===== config.mk =====
export PLATFORM = sky130hd
export DESIGN_NAME = btn_cmd_scheduler
export DESIGN_NICKNAME = d
export VERILOG_FILES = /design/src/rtl/btn_cmd_scheduler_pkg.sv /design/src/rtl/btn_cmd_scheduler_fifo.sv /design/src/rtl/btn_cmd_scheduler.sv
export SDC_FILE = /design/constraint.sdc
export NUM_CORES = 1
export LEC_CHECK = 0
export CAP_MARGIN = 20
export CORE_MARGIN = 3
export CORE_UTILIZATION = 40
export DETAILED_ROUTE_END_ITERATION = 16
export PLACE_DENSITY = 0.59
export SETUP_SLACK_MARGIN = 0.15
export SLEW_MARGIN = 20
export SYNTH_ARGS = -nofsm -noshare
export SYNTH_HDL_FRONTEND = slang
export SYNTH_SLANG_ARGS = --single-unit

===== constraint.sdc =====
create_clock -name i_clk_mhz -period 4.9 [get_ports i_clk_mhz]
set_clock_uncertainty 0.1 [all_clocks]
set_input_delay 0.735 -clock i_clk_mhz [delete_from_list [all_inputs] [get_ports i_clk_mhz]]
set_output_delay 0.735 -clock i_clk_mhz [all_outputs]
set_load 0.01 [all_outputs]

===== src/rtl/btn_cmd_scheduler_pkg.sv =====
// btn_cmd_pkg: shared state encodings, command codes and cycle-count helpers for the button command scheduler.
package btn_cmd_pkg;

  typedef enum logic [1:0] {
    ST_IDLE  = 2'd0,
    ST_ISSUE = 2'd1,
    ST_WAIT  = 2'd2,
    ST_GAP   = 2'd3
  } state_e;

  localparam logic [1:0] CMD_BTN0 = 2'd0;
  localparam logic [1:0] CMD_BTN1 = 2'd1;
  localparam logic [1:0] CMD_BTN2 = 2'd2;
  localparam logic [1:0] CMD_BTN3 = 2'd3;

  function automatic int cycles(input int fclk, input int per_sec, input int n);
    return fclk / per_sec * n;
  endfunction

  function automatic int max_i(input int a, input int b);
    return (a > b) ? a : b;
  endfunction

  function automatic int cnt_width(input int n);
    return (n < 2) ? 1 : $clog2(n);
  endfunction

endpackage


===== src/rtl/btn_cmd_scheduler_fifo.sv =====
// cmd_fifo: single-clock first-word-fall-through FIFO; a push into a full FIFO is taken when a pop frees a slot on the same edge.
module cmd_fifo #(
  parameter int W     = 2,
  parameter int DEPTH = 4
) (
  input  logic         i_clk,
  input  logic         i_rst_n,
  input  logic         i_push,
  input  logic         i_pop,
  input  logic [W-1:0] i_din,
  output logic [W-1:0] o_dout,
  output logic         o_empty,
  output logic         o_full
);
  localparam int AW = $clog2(DEPTH);

  logic [W-1:0]  mem_q [DEPTH];
  logic [AW-1:0] wr_q, rd_q;
  logic [AW:0]   cnt_q, cnt_d;
  logic          do_push, do_pop;

  assign o_empty = (cnt_q == '0);
  assign o_full  = (cnt_q == (AW+1)'(DEPTH));
  assign o_dout  = mem_q[rd_q];
  assign do_pop  = i_pop & ~o_empty;
  assign do_push = i_push & (~o_full | do_pop);
  assign cnt_d   = cnt_q + (AW+1)'(do_push) - (AW+1)'(do_pop);

  always_ff @(posedge i_clk or negedge i_rst_n) begin
    if (!i_rst_n) begin
      wr_q  <= '0;
      rd_q  <= '0;
      cnt_q <= '0;
    end else begin
      wr_q  <= do_push ? wr_q + AW'(1) : wr_q;
      rd_q  <= do_pop ? rd_q + AW'(1) : rd_q;
      cnt_q <= cnt_d;
    end
  end

  always_ff @(posedge i_clk) begin
    if (do_push) mem_q[wr_q] <= i_din;
  end

endmodule


===== src/rtl/btn_cmd_scheduler.sv =====
// btn_cmd_scheduler: turns debounced button rises into queued one-shot commands and issues them one at a time
// over valid/ready, waiting for done (with timeout) and a minimum gap before the next command.
module btn_cmd_scheduler
  import btn_cmd_pkg::*;
#(
  parameter int FCLK       = 20000000,
  parameter int FIFO_DEPTH = 4,
  parameter int GAP_US     = 50,
  parameter int TIMEOUT_MS = 10
) (
  input  logic       i_clk_mhz,
  input  logic       i_rst_mhz_n,
  input  logic [3:0] i_btns_deb,
  output logic       o_cmd_valid,
  output logic [1:0] o_cmd_code,
  input  logic       i_cmd_ready,
  input  logic       i_cmd_done,
  output logic       o_busy,
  output logic       o_drop_pulse,
  output logic       o_err_timeout,
  output logic [1:0] o_mode
);
  localparam int C_GAP = cycles(FCLK, 1000000, GAP_US);
  localparam int C_TMO = cycles(FCLK, 1000, TIMEOUT_MS);
  localparam int TW    = cnt_width(max_i(C_TMO, C_GAP));

  state_e        state_q;
  logic [3:0]    btns_prev_q;
  logic [TW-1:0] timer_q;
  logic          valid_q, drop_q, err_q;
  logic [1:0]    code_q, mode_q;
  logic [3:0]    rise;
  logic [1:0]    push_code, head;
  logic          push, pop, fifo_empty, fifo_full;

  assign rise      = i_btns_deb & ~btns_prev_q;
  assign push      = |rise;
  // Simultaneous rises collapse onto the lowest button index.
  assign push_code = rise[0] ? CMD_BTN0 : rise[1] ? CMD_BTN1 : rise[2] ? CMD_BTN2 : CMD_BTN3;
  assign pop       = (state_q == ST_IDLE) & ~fifo_empty;

  cmd_fifo #(.W(2), .DEPTH(FIFO_DEPTH)) u_fifo (
    .i_clk   (i_clk_mhz),
    .i_rst_n (i_rst_mhz_n),
    .i_push  (push),
    .i_pop   (pop),
    .i_din   (push_code),
    .o_dout  (head),
    .o_empty (fifo_empty),
    .o_full  (fifo_full)
  );

  always_ff @(posedge i_clk_mhz or negedge i_rst_mhz_n) begin
    if (!i_rst_mhz_n) begin
      state_q     <= ST_IDLE;
      btns_prev_q <= '0;
      timer_q     <= '0;
      valid_q     <= 1'b0;
      code_q      <= '0;
      drop_q      <= 1'b0;
      err_q       <= 1'b0;
      mode_q      <= '0;
    end else begin
      btns_prev_q <= i_btns_deb;
      drop_q      <= push & fifo_full & ~pop;
      case (state_q)
        ST_IDLE: if (!fifo_empty) begin
          code_q  <= head;
          valid_q <= 1'b1;
          state_q <= ST_ISSUE;
        end
        ST_ISSUE: if (i_cmd_ready) begin
          valid_q <= 1'b0;
          timer_q <= '0;
          state_q <= ST_WAIT;
        end
        ST_WAIT: if (i_cmd_done) begin
          mode_q  <= code_q;
          timer_q <= '0;
          state_q <= ST_GAP;
        end else if (timer_q == TW'(C_TMO - 1)) begin
          err_q   <= 1'b1;
          timer_q <= '0;
          state_q <= ST_GAP;
        end else begin
          timer_q <= timer_q + TW'(1);
        end
        ST_GAP: if (timer_q == TW'(C_GAP - 1)) begin
          timer_q <= '0;
          state_q <= ST_IDLE;
        end else begin
          timer_q <= timer_q + TW'(1);
        end
        default: state_q <= ST_IDLE;
      endcase
    end
  end

  assign o_cmd_valid   = valid_q;
  assign o_cmd_code    = code_q;
  assign o_busy        = (state_q != ST_IDLE) | ~fifo_empty;
  assign o_drop_pulse  = drop_q;
  assign o_err_timeout = err_q;
  assign o_mode        = mode_q;

endmodule


==> flow_summary.toml, run 1 <==
[final_layout]
multiInputGateArea_mm2 = 0.001066
stdcell_count = 310
drive_gt1_share_pct = 7.143
fin_area_mm2 = 0.002644
seq_area_mm2 = 0.001191
nets = 258
syn_to_final_growth_pct = 12.81
final_util_pct = 47.43
fillers = 527
antenna_cells = 0

[synthesis]
synth_cells = 222
synth_flop_cell = "dfrtp_1"
ys_ff_latch = 46
synth_cell_type_count = 41
synth_area_mm2 = 0.002343
synth_edf_count = 8
synth_area_leaders = "dfrtp_1 (41%), edfxtp_1 (10%), ha_1 (6.4%)"
yosys.area.top_type = "dfrtp_1"
avgSynthCellArea_um2 = 10.56
ys_seq_area_share_pct = 50.83
postSynth.asyncResetShare_pct = 82.61
synth_top_area_share_pct = 40.58
synth.yosys.warnings = 0
syn-num-nets = 243

[critical_path]
path_class = "in -> reg"
critPathBufInv = 1
arrival_ps = 2960
crit_top_cell = "xnor2_1"
crit_path_max_incr_delay_ps = 410
reg2reg_depth = 7
path_delay_family = "adder cells"
cp_cell_sequence = "clkdlybuf4s50_1, nor2b_1, a21oi_1, nor3b_1, nor2_1, ha_1, fa_1, xnor2_1, xnor2_1"
end_kind = "flip-flop"
critPathRequiredTime_ps = 5020
critPathLaunchType = "input port"
cp_slowest_cell = "clkdlybuf4s50_1"
path_depth = 9
crit_fanout = 8

[die]
io_pins = 16
die_h_um = 82.54
die_x_um = 82.54
initial_utilization_pct = 42.04
coreArea_mm2 = 0.005574
placementRows = 27
die_area_mm2 = 0.006813

[route]
drtIter0Drc = 100
firstDrtPassIters = 4
drc = 0
vias = 1601
ant_nets = 0
routed_wl_um = 4302
routed_via_density = 5.165
wl_per_cell_um = 13.88

[cts]
cts_tree = "built"
cts_hold_buf = 0
htree_levels = 2
clkLatencyLatePin_ps = 290
clock-sinks = 46
clk_pin_slew_ps = 90
cts_resized = 0
clock_path_buffers = 2
clock-root-buffer = "clkbuf_8"
cts_buffers = 5
cts_setup_buffers = 0

[timing]
relSlewSlack_pct = 41.67
rsz0062_at_grt = "false"
timing.final.crit_period_ps = 2836
finalHoldViolations = 0
worst_pin_slew_ps = 874.9
slew_viol_final = 0
fin_tns_setup_ps = 0
max_freq_mhz = 352.6
period_share_pct = 57.87
setup_viol = 0

[placement]
dp_hpwl_um = 3079
place_area_mm2 = 0.002534
dpl.cell_count = 302
portBuffers = 15
place_congestion = 0.8122

[power]
pwr_density_cell_mw_per_mm2 = 513.6
ir_drop_uv = 329.8
p_leak_nw = 1.118

[min_path]
hp-class = "reg -> reg"
hold_depth = 1

[global_routing]
grt.overflow.total = 0
track_usage_pct = 14.54
grt_pass1_wl_um = 7527
grt_start_max_net_pins = 39
grt_antenna_before_repair = 0
grt_pass1_vias = 1554

[status]
status = "finished, final reports clean"

[run]
drv_cap = 0
worst reg2reg max path, stage by stage (launching register included):
cell	delay (ps)
dfrtp_1	400
ha_1	250
and4_1	310
nand2_1	140
or4_4	440
a21boi_2	510
nand3_2	170
mux2_2	290
metal layers:
| metal | wire [µm] | global-route usage, % |
|---|---|---|
| met4 | 29 | 5.392 |
| met3 | 143 | 3.362 |
| met1 | 1978 | 18.65 |
| met5 | 0 | 0 |
| met2 | 2150 | 23.88 |
worst paths after layout:
kind	from	slack (ps)	endpoint
min in group asynchronous	i_rst_mhz_n	450	timer_q[2]
worst min register to register	o_err_timeout	380	o_err_timeout
max in group asynchronous	i_rst_mhz_n	3700	o_drop_pulse
worst min-delay path	o_err_timeout	380	o_err_timeout
worst max register to register	timer_q[0]	2170	state_q[1]
worst max-delay path	i_btns_deb[0]	2060	u_fifo.cnt_q[2]
final cells by class:
| type | instances | share of cell area (%) |
|---|---|---|
| Sequential cell | 46 | 45.05 |
| Multi-Input combinational cell | 158 | 40.32 |
| Timing Repair Buffer | 15 | 5.490 |
| Tap cell | 72 | 3.407 |
| Clock buffer | 6 | 2.745 |
| Inverter | 11 | 1.562 |
| Clock inverter | 2 | 1.420 |
cell usage in the layout, fill, tap and decap left out, types with 2 or more instances in the layout:
| master | netlist | final |
|---|---|---|
| nand2b_1 | 6 | 6 |
| and3_1 | 3 | 3 |
| clkbuf_8 | 0 | 5 |
| nor4b_1 | 2 | 2 |
| edfxtp_1 | 8 | 8 |
| nand3_1 | 13 | 13 |
| o2bb2ai_1 | 2 | 2 |
| dfrtp_1 | 38 | 38 |
| nand4_1 | 4 | 4 |
| nand2_1 | 31 | 31 |
| or4_1 | 3 | 3 |
| nor4_1 | 3 | 3 |
| o311ai_0 | 2 | 2 |
| mux2_2 | 3 | 3 |
| a21oi_1 | 9 | 9 |
| inv_1 | 11 | 11 |
| clkdlybuf4s50_1 | 0 | 14 |
| mux2i_1 | 2 | 2 |
| nor3_1 | 5 | 5 |
| or4_4 | 2 | 2 |
| a21o_1 | 4 | 4 |
| ha_1 | 12 | 12 |
| nor2b_1 | 6 | 6 |
| o21ai_0 | 11 | 11 |
| xnor2_1 | 5 | 5 |
| nor2_1 | 8 | 8 |
| and2_1 | 5 | 5 |
| mux4_2 | 2 | 2 |
| o31ai_1 | 4 | 4 |
Yosys cell counts (5+ instances only):
| master | n |
|---|---|
| nor2_1 | 8 |
| edfxtp_1 | 8 |
| nand2b_1 | 6 |
| dfrtp_1 | 38 |
| o21ai_0 | 11 |
| nand2_1 | 31 |
| xnor2_1 | 5 |
| inv_1 | 11 |
| nor2b_1 | 6 |
| and2_1 | 5 |
| nand3_1 | 13 |
| ha_1 | 12 |
| a21oi_1 | 9 |
| nor3_1 | 5 |
registers in the layout, indices dropped and copies added (netlist names):
register / count
u_fifo.rd_q: 2
timer_q: 18
u_fifo.wr_q: 2
u_fifo.mem_q: 8
u_fifo.cnt_q: 3
o_err_timeout: 1
btns_prev_q: 4
o_mode: 2
state_q: 2
o_drop_pulse: 1
o_cmd_valid: 1
o_cmd_code: 2
metrics by stage:
step	worst slack [ps]	power, mW	hold WS [ps]
after floorplan	2360	0.9473	339.4
after global placement	1792	1.091	339.8
after detailed placement	1739	1.099	353.0
after CTS	2043	1.380	376.4
after global routing	1870	1.482	402.7
final	2064	1.358	375.0
cell families (layout without fill, tap and decap cells):
kind of cell / Yosys count / after routing / synth area share [%]
AOI/OAI and AO/OA: 38 / 38 / 10.63
xor gates and xnor gates: 5 / 5 / 1.869
adders and majority gates: 13 / 13 / 7.261
buffers and inverters: 18 / 34 / 3.684
DFF: 46 / 46 / 50.83
muxes: 7 / 7 / 4.218
and+or+nand+nor: 95 / 95 / 21.52
report_power, final:
| part | total (mW) | leakage [nW] | switching (mW) | internal [mW] |
|---|---|---|---|---|
| sequential | 0.549 | 0.564 | 0.0632 | 0.486 |
| combinational | 0.530 | 0.503 | 0.299 | 0.231 |
| clock | 0.278 | 0.0514 | 0.126 | 0.152 |
No activity file was read; power rests on OpenSTA's default activity.
==> run 2, diff against run 1 <==
- PLACE_DENSITY: 0.59 -> 0.61
- clock period: 4.9 -> 2.6 ns (I/O delays scaled with it)
==> flow_summary.toml, run 2 (synthesis gave the netlist of run 1 again) <==
[status]
status = "finished, final reports clean"

[power]
pwr_density_cell_mw_per_mm2 = 946.5
total_power_mw = 2.643
sw_frac_of_total_pct = 37.02
p_leak_nw = 1.200
p_clk_share_pct = 17.4
internal_power_mw = 1.665
pwr-share-comb_pct = 43.4
p_sw_mw = 0.9787
seqPwrFrac_pct = 39.3
ir_drop_uv = 641.6

[placement]
post-place-ws_ps = -53.30
place_congestion = 0.8754
portBuffers = 15
dp_hpwl_um = 3284

[critical_path]
path_delay_family = "simple AND/OR/NAND/NOR gates"
critPathRequiredTime_ps = 2690
crit_path_max_incr_delay_ps = 550
cp_slowest_cell = "or4_4"
end_kind = "flip-flop"
cp_cell_sequence = "or4_4, or4_4, a21bo_4, buf_4, a31oi_1, o31ai_1"
crit_fanout = 7
arrival_ps = 2430
crit_top_cell = "or4_4"
path_class = "reg -> reg"
critPathLaunchType = "flip-flop"
critPathBufInv = 1

[cts]
clock-sinks = 46
clock_path_buffers = 2
clkLatencyLatePin_ps = 300
cts_buffers = 5
cts_hold_buf = 0
cts_tree = "built"
clk_pin_slew_ps = 90
clock-root-buffer = "clkbuf_8"
htree_levels = 2

[global_routing]
track_usage_pct = 15.10
gr-max-usage-layer = "met2"
grt_start_max_net_pins = 39
use_met1_pct = 20.16
use_met3_pct = 2.928
grt_pass1_vias = 1668
grt_pass1_wl_um = 7921
use_met2_pct = 24.60
grt_antenna_before_repair = 0
grt.overflow.total = 0

[route]
drtIter0Drc = 61
vias = 1681
ant_nets = 0
firstDrtPassIters = 4
drc = 0
routed_via_density = 5.156
wl_per_cell_um = 13.60
routed_wl_um = 4432

[timing]
period_share_pct = 89.90
rsz0062_at_grt = "false"
max_freq_mhz = 427.8
fin_tns_setup_ps = 0
relSlewSlack_pct = 42.84
setup_slack_ps = 262.7
worst_pin_slew_ps = 857.4
holdWs_ps = 89.17
slew_viol_final = 0
timing.final.crit_period_ps = 2337
setup_viol = 0
finalHoldViolations = 0

[final_layout]
antenna_cells = 0
final_util_pct = 50.10
biggestRegsByFlops = "timer_q (18), u_fifo.mem_q (8), btns_prev_q (4)"
nets = 274
largest_reg_flops = 18
most-common-layout-cells = "dfrtp_1 (38), nand2_1 (30), buf_4 (16)"
syn_to_final_growth_pct = 19.17
top_register = "timer_q"
final_common_cell = "dfrtp_1"
drive_gt1_share_pct = 16.93

[die]
placementRows = 27
coreArea_mm2 = 0.005574
die_x_um = 82.54
die_area_mm2 = 0.006813
initial_utilization_pct = 42.04
io_pins = 16
die_h_um = 82.54

[run]
drv_cap = 0

[min_path]
hp-class = "in -> async"
## run 2: cell count changes in the layout (fill, tap and decap cells not counted), sizes merged
cell and change:
buf +16, bufinv -1, clkbuf -1, clkinv +1, inv +1
## run 2: layout make-up
cell class / instances / area (µm²)
fill: 518 / 2781
sequential: 46 / 1191
multi-input combinational: 158 / 1111
timing repair buffer: 31 / 265.3
tap: 72 / 90.09
clock buffer: 5 / 68.82
inverter: 11 / 41.29
clock inverter: 3 / 25.02
## run 2: power groups by stage
stage | Combinational, mW | Clock [mW] | Sequential [mW]
floorplan | 0.742 | 0 | 1.04
detailed placement | 1.09 | 0 | 1.05
finish | 1.15 | 0.459 | 1.04
global placement | 1.08 | 0 | 1.04
CTS | 1.10 | 0.477 | 1.04
global route | 1.32 | 0.505 | 1.07
## run 2: final timing paths
path	slack [ps]	to	cells past startpoint	from
worst min-delay path	90	timer_q[7]	1	i_rst_mhz_n
worst max-delay path	260	timer_q[17]	6	timer_q[12]
min in group i_clk_mhz	370	o_err_timeout	1	o_err_timeout
max in group asynchronous	1760	btns_prev_q[3]	1	i_rst_mhz_n
worst min register to register	370	o_err_timeout	1	o_err_timeout
worst max register to register	260	timer_q[17]	6	timer_q[12]
## run 2: repair_timing
item                       CTS  global route
setup endpoints to repair    0            13
buffers inserted             0             1
resized for setup            0            11
## run 2: routing by layer
| layer | part of all wire (%) | vias to the layer above |
|---|---|---|
| li1 | - | 851 |
| met2 | 49 | 19 |
| met3 | 2.7 | 4 |
| met4 | 0.99 | 0 |
| met5 | 0 | - |
| met1 | 47 | 807 |
## run 2: stage by stage
| stage | area (µm²) | cells |
|---|---|---|
| global route | 2793 | 326 |
| global placement | 2646 | 317 |
| finish | 2793 | 326 |
| detailed placement | 2646 | 317 |
| CTS | 2740 | 325 |
| floorplan | 2344 | 222 |
==> run 3, diff against run 2 <==
- RECOVER_POWER: default -> 100
==> flow_summary.toml, run 3 (synthesis gave the netlist of run 1 again) <==
[status]
status = "finished, violations left"
violations = "max-capacitance violations, max-slew violations"

[global_routing]
grt_pass1_vias = 1668
grt_antenna_before_repair = 0
grt_start_max_net_pins = 39
track_usage_pct = 15.10
grt_pass1_wl_um = 7921
grt.overflow.total = 0

[die]
die_h_um = 82.54
placementRows = 27
initial_utilization_pct = 42.04
coreArea_mm2 = 0.005574
die_x_um = 82.54
die_area_mm2 = 0.006813
io_pins = 16

[timing]
setup_slack_ps = 244.3
rsz0062_at_grt = "false"
relSlewSlack_pct = -39.01
holdWs_ps = 367.7
slew_viol_final = 39
setup_viol = 0
max_freq_mhz = 424.5
period_share_pct = 90.60
fin_tns_setup_ps = 0
worst_pin_slew_ps = 2085
timing.final.crit_period_ps = 2356
finalHoldViolations = 0

[critical_path]
cp_slowest_cell = "dlygate4sd3_1"
crit_top_cell = "xnor2_1"
arrival_ps = 2490
end_kind = "flip-flop"
path_class = "in -> reg"
crit_fanout = 2
cp_cell_sequence = "dlygate4sd3_1, nor2b_1, a21oi_1, nor3b_2, nor2_1, ha_1, fa_1, xnor2_1, xnor2_1"
critPathRequiredTime_ps = 2740
crit_path_max_incr_delay_ps = 540
critPathLaunchType = "input port"

[cts]
cts_hold_buf = 0
cts_tree = "built"
clkLatencyLatePin_ps = 300
clock_path_buffers = 2
clock-sinks = 46
htree_levels = 2
cts_buffers = 5
clk_pin_slew_ps = 100
clock-root-buffer = "clkbuf_8"

[final_layout]
top_register = "timer_q"
most-common-layout-cells = "dfrtp_1 (38), nand2_1 (30), nand3_1 (14)"
nets = 274
fillers = 526
biggestRegsByFlops = "timer_q (18), u_fifo.mem_q (8), btns_prev_q (4)"
largest_reg_flops = 18
syn_to_final_growth_pct = 17.94
final_common_cell = "dfrtp_1"
antenna_cells = 0
final_util_pct = 49.58
drive_gt1_share_pct = 13.78

[min_path]
hp-class = "reg -> reg"

[power]
sw_frac_of_total_pct = 37.43
seqPwrFrac_pct = 40.0
p_sw_mw = 0.9694
total_power_mw = 2.590
internal_power_mw = 1.621
p_leak_nw = 1.195
ir_drop_uv = 631.2
pwr-share-comb_pct = 42.3
pwr_density_cell_mw_per_mm2 = 937.1
p_clk_share_pct = 17.7

[route]
routed_via_density = 5.169
wl_per_cell_um = 13.70
vias = 1685
drc = 0
ant_nets = 0
routed_wl_um = 4466
drtIter0Drc = 91
firstDrtPassIters = 4

[placement]
place_congestion = 0.8754
dp_hpwl_um = 3284
portBuffers = 15
post-place-ws_ps = -53.30

[run]
drv_cap = 1
==> run 3: changes by cell type in the layout (fill, tap and decap cells not counted), sizes merged <==
cell           change
clkdlybuf4s50     -11
dlygate4sd3       +11
clkbuf             +4
buf                -4
==> run 3: worst max-delay path: cells and delay by family <==
family / cells / cell delay (ps)
fa+ha+maj: 2 / 590
buf+inv: 1 / 540
compound gates: 1 / 160
simple gates: 3 / 480
xor+xnor: 2 / 330
==> run 3: metal layers <==
layer	up-vias	routed length, µm	GRT usage, %
met2	34	2171	24.60
met1	799	2075	20.16
met4	0	44	4.902
li1	848	-	-
met3	4	174	2.928
met5	-	0	0
==> run 3: area by class of cell <==
type,count,area [µm²],share of cell area [%]
Inverter,11,41.29,1.494
Sequential cell,46,1191,43.10
Timing Repair Buffer,31,252.7,9.144
Multi-Input combinational cell,158,1095,39.61
Clock buffer,5,68.82,2.490
Tap cell,72,90.09,3.259
Clock inverter,3,25.02,0.9054
==> run 3: power groups by stage <==
stage | Clock (mW) | Sequential, mW | Combinational (mW)
finish | 0.459 | 1.03 | 1.10
detailed placement | 0 | 1.05 | 1.09
CTS | 0.477 | 1.04 | 1.10
global route | 0.505 | 1.06 | 1.27
floorplan | 0 | 1.04 | 0.742
global placement | 0 | 1.04 | 1.08
==> run 3: metrics by stage <==
step	cell area [µm²]	std cells
floorplan	2344	222
global placement	2646	317
detailed placement	2646	317
CTS	2740	325
global route	2764	326
finish	2764	326
==> run 3: worst paths after layout <==
path	start	slack, ps	end	depth (start not counted)
min in group asynchronous	i_rst_mhz_n	580	timer_q[7]	1
min	o_err_timeout	370	o_err_timeout	1
min reg2reg	o_err_timeout	370	o_err_timeout	1
max reg2reg	timer_q[12]	250	timer_q[17]	6
max in group asynchronous	i_rst_mhz_n	620	btns_prev_q[3]	1
max	i_btns_deb[0]	240	u_fifo.cnt_q[2]	9
==> run 3: timing repair <==
action                     CTS  global route
setup endpoints to repair    0            13
resized for setup            0            11
setup buffers                0             1
